### src/rtl/vga_timing_gen.sv
`default_nettype none
// ============================================================================
//  Module   : vga_timing_gen
//  Purpose  : Raster timing generator. Counts pixels/lines under a pixel
//             clock-enable and drives HS/VS, pixel coordinates, a visible-area
//             flag, and per-line / per-frame strobes for the pixel stage.
//  Revision : 1.0  initial release
// ============================================================================
module vga_timing_gen #(
  parameter int H_ACTIVE = 640,
  parameter int H_FP     = 16,
  parameter int H_SYNC   = 96,
  parameter int H_BP     = 48,
  parameter int V_ACTIVE = 480,
  parameter int V_FP     = 10,
  parameter int V_SYNC   = 2,
  parameter int V_BP     = 33,
  parameter int SYNC_POL = 0
) (
  input  logic       iclk,
  input  logic       irst_n,
  input  logic       iclk_en,
  output logic       oVGA_HS,
  output logic       oVGA_VS,
  output logic       oActive,
  output logic [9:0] oX,
  output logic [9:0] oY,
  output logic       oLineTick,
  output logic       oFrameTick
);

  localparam int         c_H_TOTAL  = H_ACTIVE + H_FP + H_SYNC + H_BP;
  localparam int         c_V_TOTAL  = V_ACTIVE + V_FP + V_SYNC + V_BP;
  localparam logic [9:0] c_H_MAX    = 10'(c_H_TOTAL - 1);
  localparam logic [9:0] c_V_MAX    = 10'(c_V_TOTAL - 1);
  localparam logic [9:0] c_H_ACT    = 10'(H_ACTIVE);
  localparam logic [9:0] c_V_ACT    = 10'(V_ACTIVE);
  localparam logic [9:0] c_HS_START = 10'(H_ACTIVE + H_FP);
  localparam logic [9:0] c_HS_END   = 10'(H_ACTIVE + H_FP + H_SYNC - 1);
  localparam logic [9:0] c_VS_START = 10'(V_ACTIVE + V_FP);
  localparam logic [9:0] c_VS_END   = 10'(V_ACTIVE + V_FP + V_SYNC - 1);
  localparam logic       c_POL      = 1'(SYNC_POL);

  logic [9:0] r_h_cnt;
  logic [9:0] r_v_cnt;
  logic [9:0] w_h_next;
  logic [9:0] w_v_next;
  logic       w_h_last;
  logic       w_v_last;
  logic       w_active;
  logic       w_hs_on;
  logic       w_vs_on;
  logic       w_line_start;
  logic       w_frame_start;

  // Next-count and decode of the current counter position; wrap is by compare.
  always_comb begin
    w_h_last      = (r_h_cnt == c_H_MAX);
    w_v_last      = (r_v_cnt == c_V_MAX);
    w_h_next      = w_h_last ? 10'd0 : r_h_cnt + 10'd1;
    w_v_next      = r_v_cnt;
    if (w_h_last) begin
      w_v_next    = w_v_last ? 10'd0 : r_v_cnt + 10'd1;
    end
    w_active      = (r_h_cnt < c_H_ACT) && (r_v_cnt < c_V_ACT);
    w_hs_on       = (r_h_cnt >= c_HS_START) && (r_h_cnt <= c_HS_END);
    w_vs_on       = (r_v_cnt >= c_VS_START) && (r_v_cnt <= c_VS_END);
    w_line_start  = (r_h_cnt == 10'd0);
    w_frame_start = w_line_start && (r_v_cnt == c_V_ACT);
  end

  // Pixel/line counters advance once per enabled pixel.
  always_ff @(posedge iclk or negedge irst_n) begin
    if (!irst_n) begin
      r_h_cnt <= 10'd0;
      r_v_cnt <= 10'd0;
    end else if (iclk_en) begin
      r_h_cnt <= w_h_next;
      r_v_cnt <= w_v_next;
    end
  end

  // Outputs register the decode of the pre-edge counters so that sync,
  // active and coordinates stay mutually aligned; ticks last one iclk only.
  always_ff @(posedge iclk or negedge irst_n) begin
    if (!irst_n) begin
      oVGA_HS    <= ~c_POL;
      oVGA_VS    <= ~c_POL;
      oActive    <= 1'b0;
      oX         <= 10'd0;
      oY         <= 10'd0;
      oLineTick  <= 1'b0;
      oFrameTick <= 1'b0;
    end else begin
      oLineTick  <= iclk_en && w_line_start;
      oFrameTick <= iclk_en && w_frame_start;
      if (iclk_en) begin
        oVGA_HS  <= w_hs_on ? c_POL : ~c_POL;
        oVGA_VS  <= w_vs_on ? c_POL : ~c_POL;
        oActive  <= w_active;
        oX       <= r_h_cnt;
        oY       <= r_v_cnt;
      end
    end
  end

endmodule
`default_nettype wire

### config.mk
export PLATFORM = sky130hd
export DESIGN_NAME = vga_timing_gen
export DESIGN_NICKNAME = d
export VERILOG_FILES = /design/src/rtl/vga_timing_gen.sv
export SDC_FILE = /design/constraint.sdc
export NUM_CORES = 1
export LEC_CHECK = 0
export CORE_ASPECT_RATIO = 1.5
export CORE_MARGIN = 3
export CORE_UTILIZATION = 25
export DETAILED_ROUTE_END_ITERATION = 10
export PLACE_DENSITY = 0.39
export SYNTH_ARGS = -nofsm -noshare
export SYNTH_HDL_FRONTEND = slang
export SYNTH_SLANG_ARGS = --single-unit
### constraint.sdc
create_clock -name iclk -period 2.2 [get_ports iclk]
set_input_delay 0.44 -clock iclk [delete_from_list [all_inputs] [get_ports iclk]]
set_output_delay 0.44 -clock iclk [all_outputs]
set_load 0.02 [all_outputs]
## Word level (Yosys, flattened, before mapping)

Cells that the tools add are included.

- Register bits: 45
- Bits in latches: 0
- RAM bits: 0
- ROM bits: 0
- Bits of input ports: 3
- Output and inout port bits: 25
- Logic and storage cells: 32
- Memories: 0

- Add/subtract/negate cells: 2
- Multiply operators: 0
- Div/mod/pow operators: 0
- Order comparisons: 6
- Equal/unequal tests: 3
- Shifts and indexed selects: 0
- Mux-type cells: 4
- Bitwise gates (word level): 0
- Reduce and logical (&&, ||, !) cells: 8

Operators with widths:

| operator | number |
|---|---|
| $add 10x1->10 const B | 2 |
| $eq 10x10->1 const B | 2 |
| $mux 10 | 2 |
| $eq 10x9->1 const B | 1 |
| $ge 10x10->1 const B | 1 |
| $ge 10x9->1 const B | 1 |
| $le 10x10->1 const B | 1 |
| $le 10x9->1 const B | 1 |
| $logic_not 10->1 | 1 |
| $lt 10x10->1 const B | 1 |
| $lt 10x9->1 const B | 1 |
| $logic_and 1x1->1 | 6 |
| $mux 1 | 2 |
| $reduce_and 2->1 | 1 |

## Longest topological paths before layout

- Depth after elaboration: 3
- Mapped depth: 6
- Mapped depth without buffers: 6

## Worst setup path before layout

Ideal clock, no wire load.

- Kind: flip-flop to flip-flop
- Start point: register r_h_cnt[7]
- End point: register r_v_cnt[7]
- Setup time: 0.124 ns
- Arrival: 1.745 ns
- Setup slack: 0.330 ns
- Stages on the path, launching flop included: 6
- Buffers on the path: 2
- Clock period less this slack: 1.870 ns
- Cell sequence: dfrtp_1 > buf_6 > or4_1 > buf_2 > or4_4 > xnor2_2

- Longest elaborated chain between the ends: 2

Ends and longest elaborated chain:

| item | RTL line | RTL |
|---|---|---|
| start: declaration | 44 | `logic [9:0] r_h_cnt;` |
| start signal: assignment | 78 | `r_h_cnt <= w_h_next;` |
| $eq 10x10->1 | 58 | `w_h_last = (r_h_cnt == c_H_MAX);` |
| $reduce_and 2->1 (no line) | n/a |  |
| end signal: assignment | 79 | `r_v_cnt <= w_v_next;` |
| end: declaration | 45 | `logic [9:0] r_v_cnt;` |

No other way between the ends.
A chain may end at the register's enable or synchronous reset.

## Final worst setup path

- Start point: input iclk_en
- End point: register r_v_cnt[6]

- Longest elaborated chain between the ends: 1

Ends and longest elaborated chain:

| item | RTL line | RTL |
|---|---|---|
| start: declaration | 22 | `input logic iclk_en,` |
| $reduce_and 2->1 (no line) | n/a |  |

No other way between the ends.

==> results.toml <==
[critical_path]
cp.required_ps = 2370
path_max_fanout = 4
cp.arrival_ps = 2050
cp-end-kind = "flop"
critPathLaunchType = "primary input"
crit_type = "in2reg"

[cts]
root_buffer = "clkbuf_16"
cts_max_level = 2
postCtsHoldBufs = 0
clock-sinks = 45
post_cts_resized = 0
clockBufferDepth = 2
cts_made_buffers = 5
cts_tree = "done"
insertion_delay_ps = 280
clk_pin_slew_ps = 60
cts_setup_buffers = 0

[sta]
finalSetupViolations = 0
setup_tns_ps = 0
fin_crit_sh = 0.859
final-max-slew-violation-count = 0
worst_hold_slack_ps = 247
period_needed_ps = 1890
slew_headroom = 0.611
clock_skew_ps = 4.80
fmax_ghz = 0.529
grt_setup_unrepaired = "false"
finalHoldViolations = 0
tightestPinTransition_ps = 584

[die]
start_util = 0.261
die_h_um = 119
coreArea_mm2 = 0.00811
ios = 28
design.die.area_mm2 = 0.00962
fp-row-count = 40
die_w_um = 81.1

[grt]
grt_util_met1 = 0.140
grt_max_degree = 46
grtUsageMet2 = 0.178
first_global_vias = 1594
grtUsageMet3 = 0.0229
antenna_found_initial = 0
grt_use_total = 0.109
grt_overflow = 0
grt_pass1_wl_mm = 8.15
grt-busiest-layer = "met2"

[logic_synthesis]
yosys-top-cells-area = "dfrtp_1, mux2_2, dfstp_2, ha_1, nand2_1"
synthFlopType = "dfrtp_1"
syn_area_per_cell_um2 = 11.6
yosys_warnings = 0
yosys.area.top_type = "dfrtp_1"
syn_area_mm2 = 0.00211
synth-seq-area-share = 0.534
synthArstFlopShare = 1.00
yosysMostFrequentCell = "dfrtp_1"
netlist_top_cells_count = "dfrtp_1, mux2_2, nand2_1"
syn_nets = 189
synth_cell_types = 42
synth_seq_cells = 45
synth_top_area_share = 0.509
syn_inst = 182
synth_edf_count = 0

[pwr]
p_leak_nw = 1.21
power_density_mw_per_mm2 = 805
ir_drop_v = 0.000332

[cells_and_area]
n_antenna_cell = 0
area_growth_syn_to_layout_pct = 28.2
final_core_util = 0.334
fin_nets = 225
layout-drive-gt1-share = 0.242
n_fill_cell = 832
final_cell_area_mm2 = 0.00271
layout.cells.non_filler = 324

[placed_design]
place_area_mm2 = 0.00256
numPortBuffers = 27
dpl.hpwl_mm = 3.39
dp_cells = 316
place.gp.congestion = 0.730

[routing]
wl_mm = 4.81
dr.pass1.iters = 4
vias_per_cell = 4.65
drtIter0Drc = 52
num_vias = 1508
drt-wirelength-per-cell_um = 14.8
drc = 0
ant_nets = 0

[flow_run]
max-cap-violations = 0

[worst_hold_path]
hold_class = "in2async"

[run_status]
status = "completed"
## power breakdown
part           internal [mW]  total, mW  switching, mW
Sequential             0.919      0.997         0.0782
Combinational          0.212      0.432          0.220
Clock                  0.453      0.752          0.299
Total                   1.58       2.18          0.597
## path summary, 6_finish.rpt
kind / slack, ps / depth (start not counted) / end / from
setup / recovery: 310 / 5 / r_v_cnt[6] / iclk_en
hold / removal: 250 / 2 / oX[0] / irst_n
setup reg to reg: 310 / 3 / r_v_cnt[6] / r_h_cnt[7]
hold reg to reg: 500 / 2 / oVGA_HS / oVGA_HS
max in group asynchronous: 1560 / 2 / oY[6] / irst_n
min in group iclk: 500 / 2 / oVGA_HS / oVGA_HS
## worst max-delay path: stages
cell             delay, ps
clkdlybuf4s50_1        490
and3_1                 180
nand3_1                170
nor4_1                 400
mux2_2                 380
## kinds of logic (layout without fill, tap and decap cells)
logic type               count (synthesis)  after routing  share of synthesized area
buffers and inverters                   23             60                     0.0480
AND/OR/NAND/NOR                         58             58                      0.161
flip-flops                              45             45                      0.534
adder cells (fa/ha/maj)                  4              4                     0.0237
multiplexers                            24             24                      0.127
AO/OA/AOI/OAI                           19             19                     0.0622
XOR/XNOR                                 9              9                     0.0444
## stage by stage
step | setup slack (ps) | power (mW)
2_1_floorplan | 330 | 1.25
3_3_place_gp | 77.8 | 1.44
3_5_place_dp | 62.0 | 1.45
4_1_cts | 297 | 2.22
5_1_grt | 226 | 2.31
6_report | 311 | 2.18
## layout make-up
| class | count | area [um2] | area share |
|---|---|---|---|
| clock buffers | 8 | 146 | 0.0540 |
| inverters | 9 | 33.8 | 0.0125 |
| well taps | 105 | 131 | 0.0485 |
| multi-input cells | 114 | 883 | 0.326 |
| repair buffers | 43 | 385 | 0.142 |
| flip-flops and latches | 45 | 1130 | 0.417 |
## registers in the layout (all words and copies together) (netlist names)
| register | cells |
|---|---|
| oLineTick | 1 |
| oY | 10 |
| oFrameTick | 1 |
| oX | 10 |
| r_h_cnt | 10 |
| oVGA_VS | 1 |
| oVGA_HS | 1 |
| r_v_cnt | 10 |
| oActive | 1 |
## cells in the final DEF, fill, tap and decap left out, types with 2 or more instances in the layout
cell and count:
buf_4 16, mux2i_1 2, nor4_1 3, nor4b_1 2
xor2_1 3, clkbuf_1 2, clkdlybuf4s50_1 26, nand3_1 6
nor2_1 9, nand2_1 11, nand4_1 5, inv_1 9
nand4b_1 2, nor3_1 2, mux2_2 22, a22o_1 4
clkbuf_16 5, xnor2_2 2, dfstp_2 2, ha_1 4
o21ai_0 6, or4_4 2, o211ai_1 2, or4_1 2
dfrtp_1 43, nor2b_1 4, and3_1 3, xnor2_1 4
## layer usage
layer / routed length, um / part of all wire / up-vias
li1: - / - / 717
met1: 2190 / 0.45 / 760
met2: 2410 / 0.50 / 26
met3: 142 / 0.030 / 5
met4: 70 / 0.015 / 0
met5: 0 / 0 / -
No activity file was read; power rests on OpenSTA's default activity.
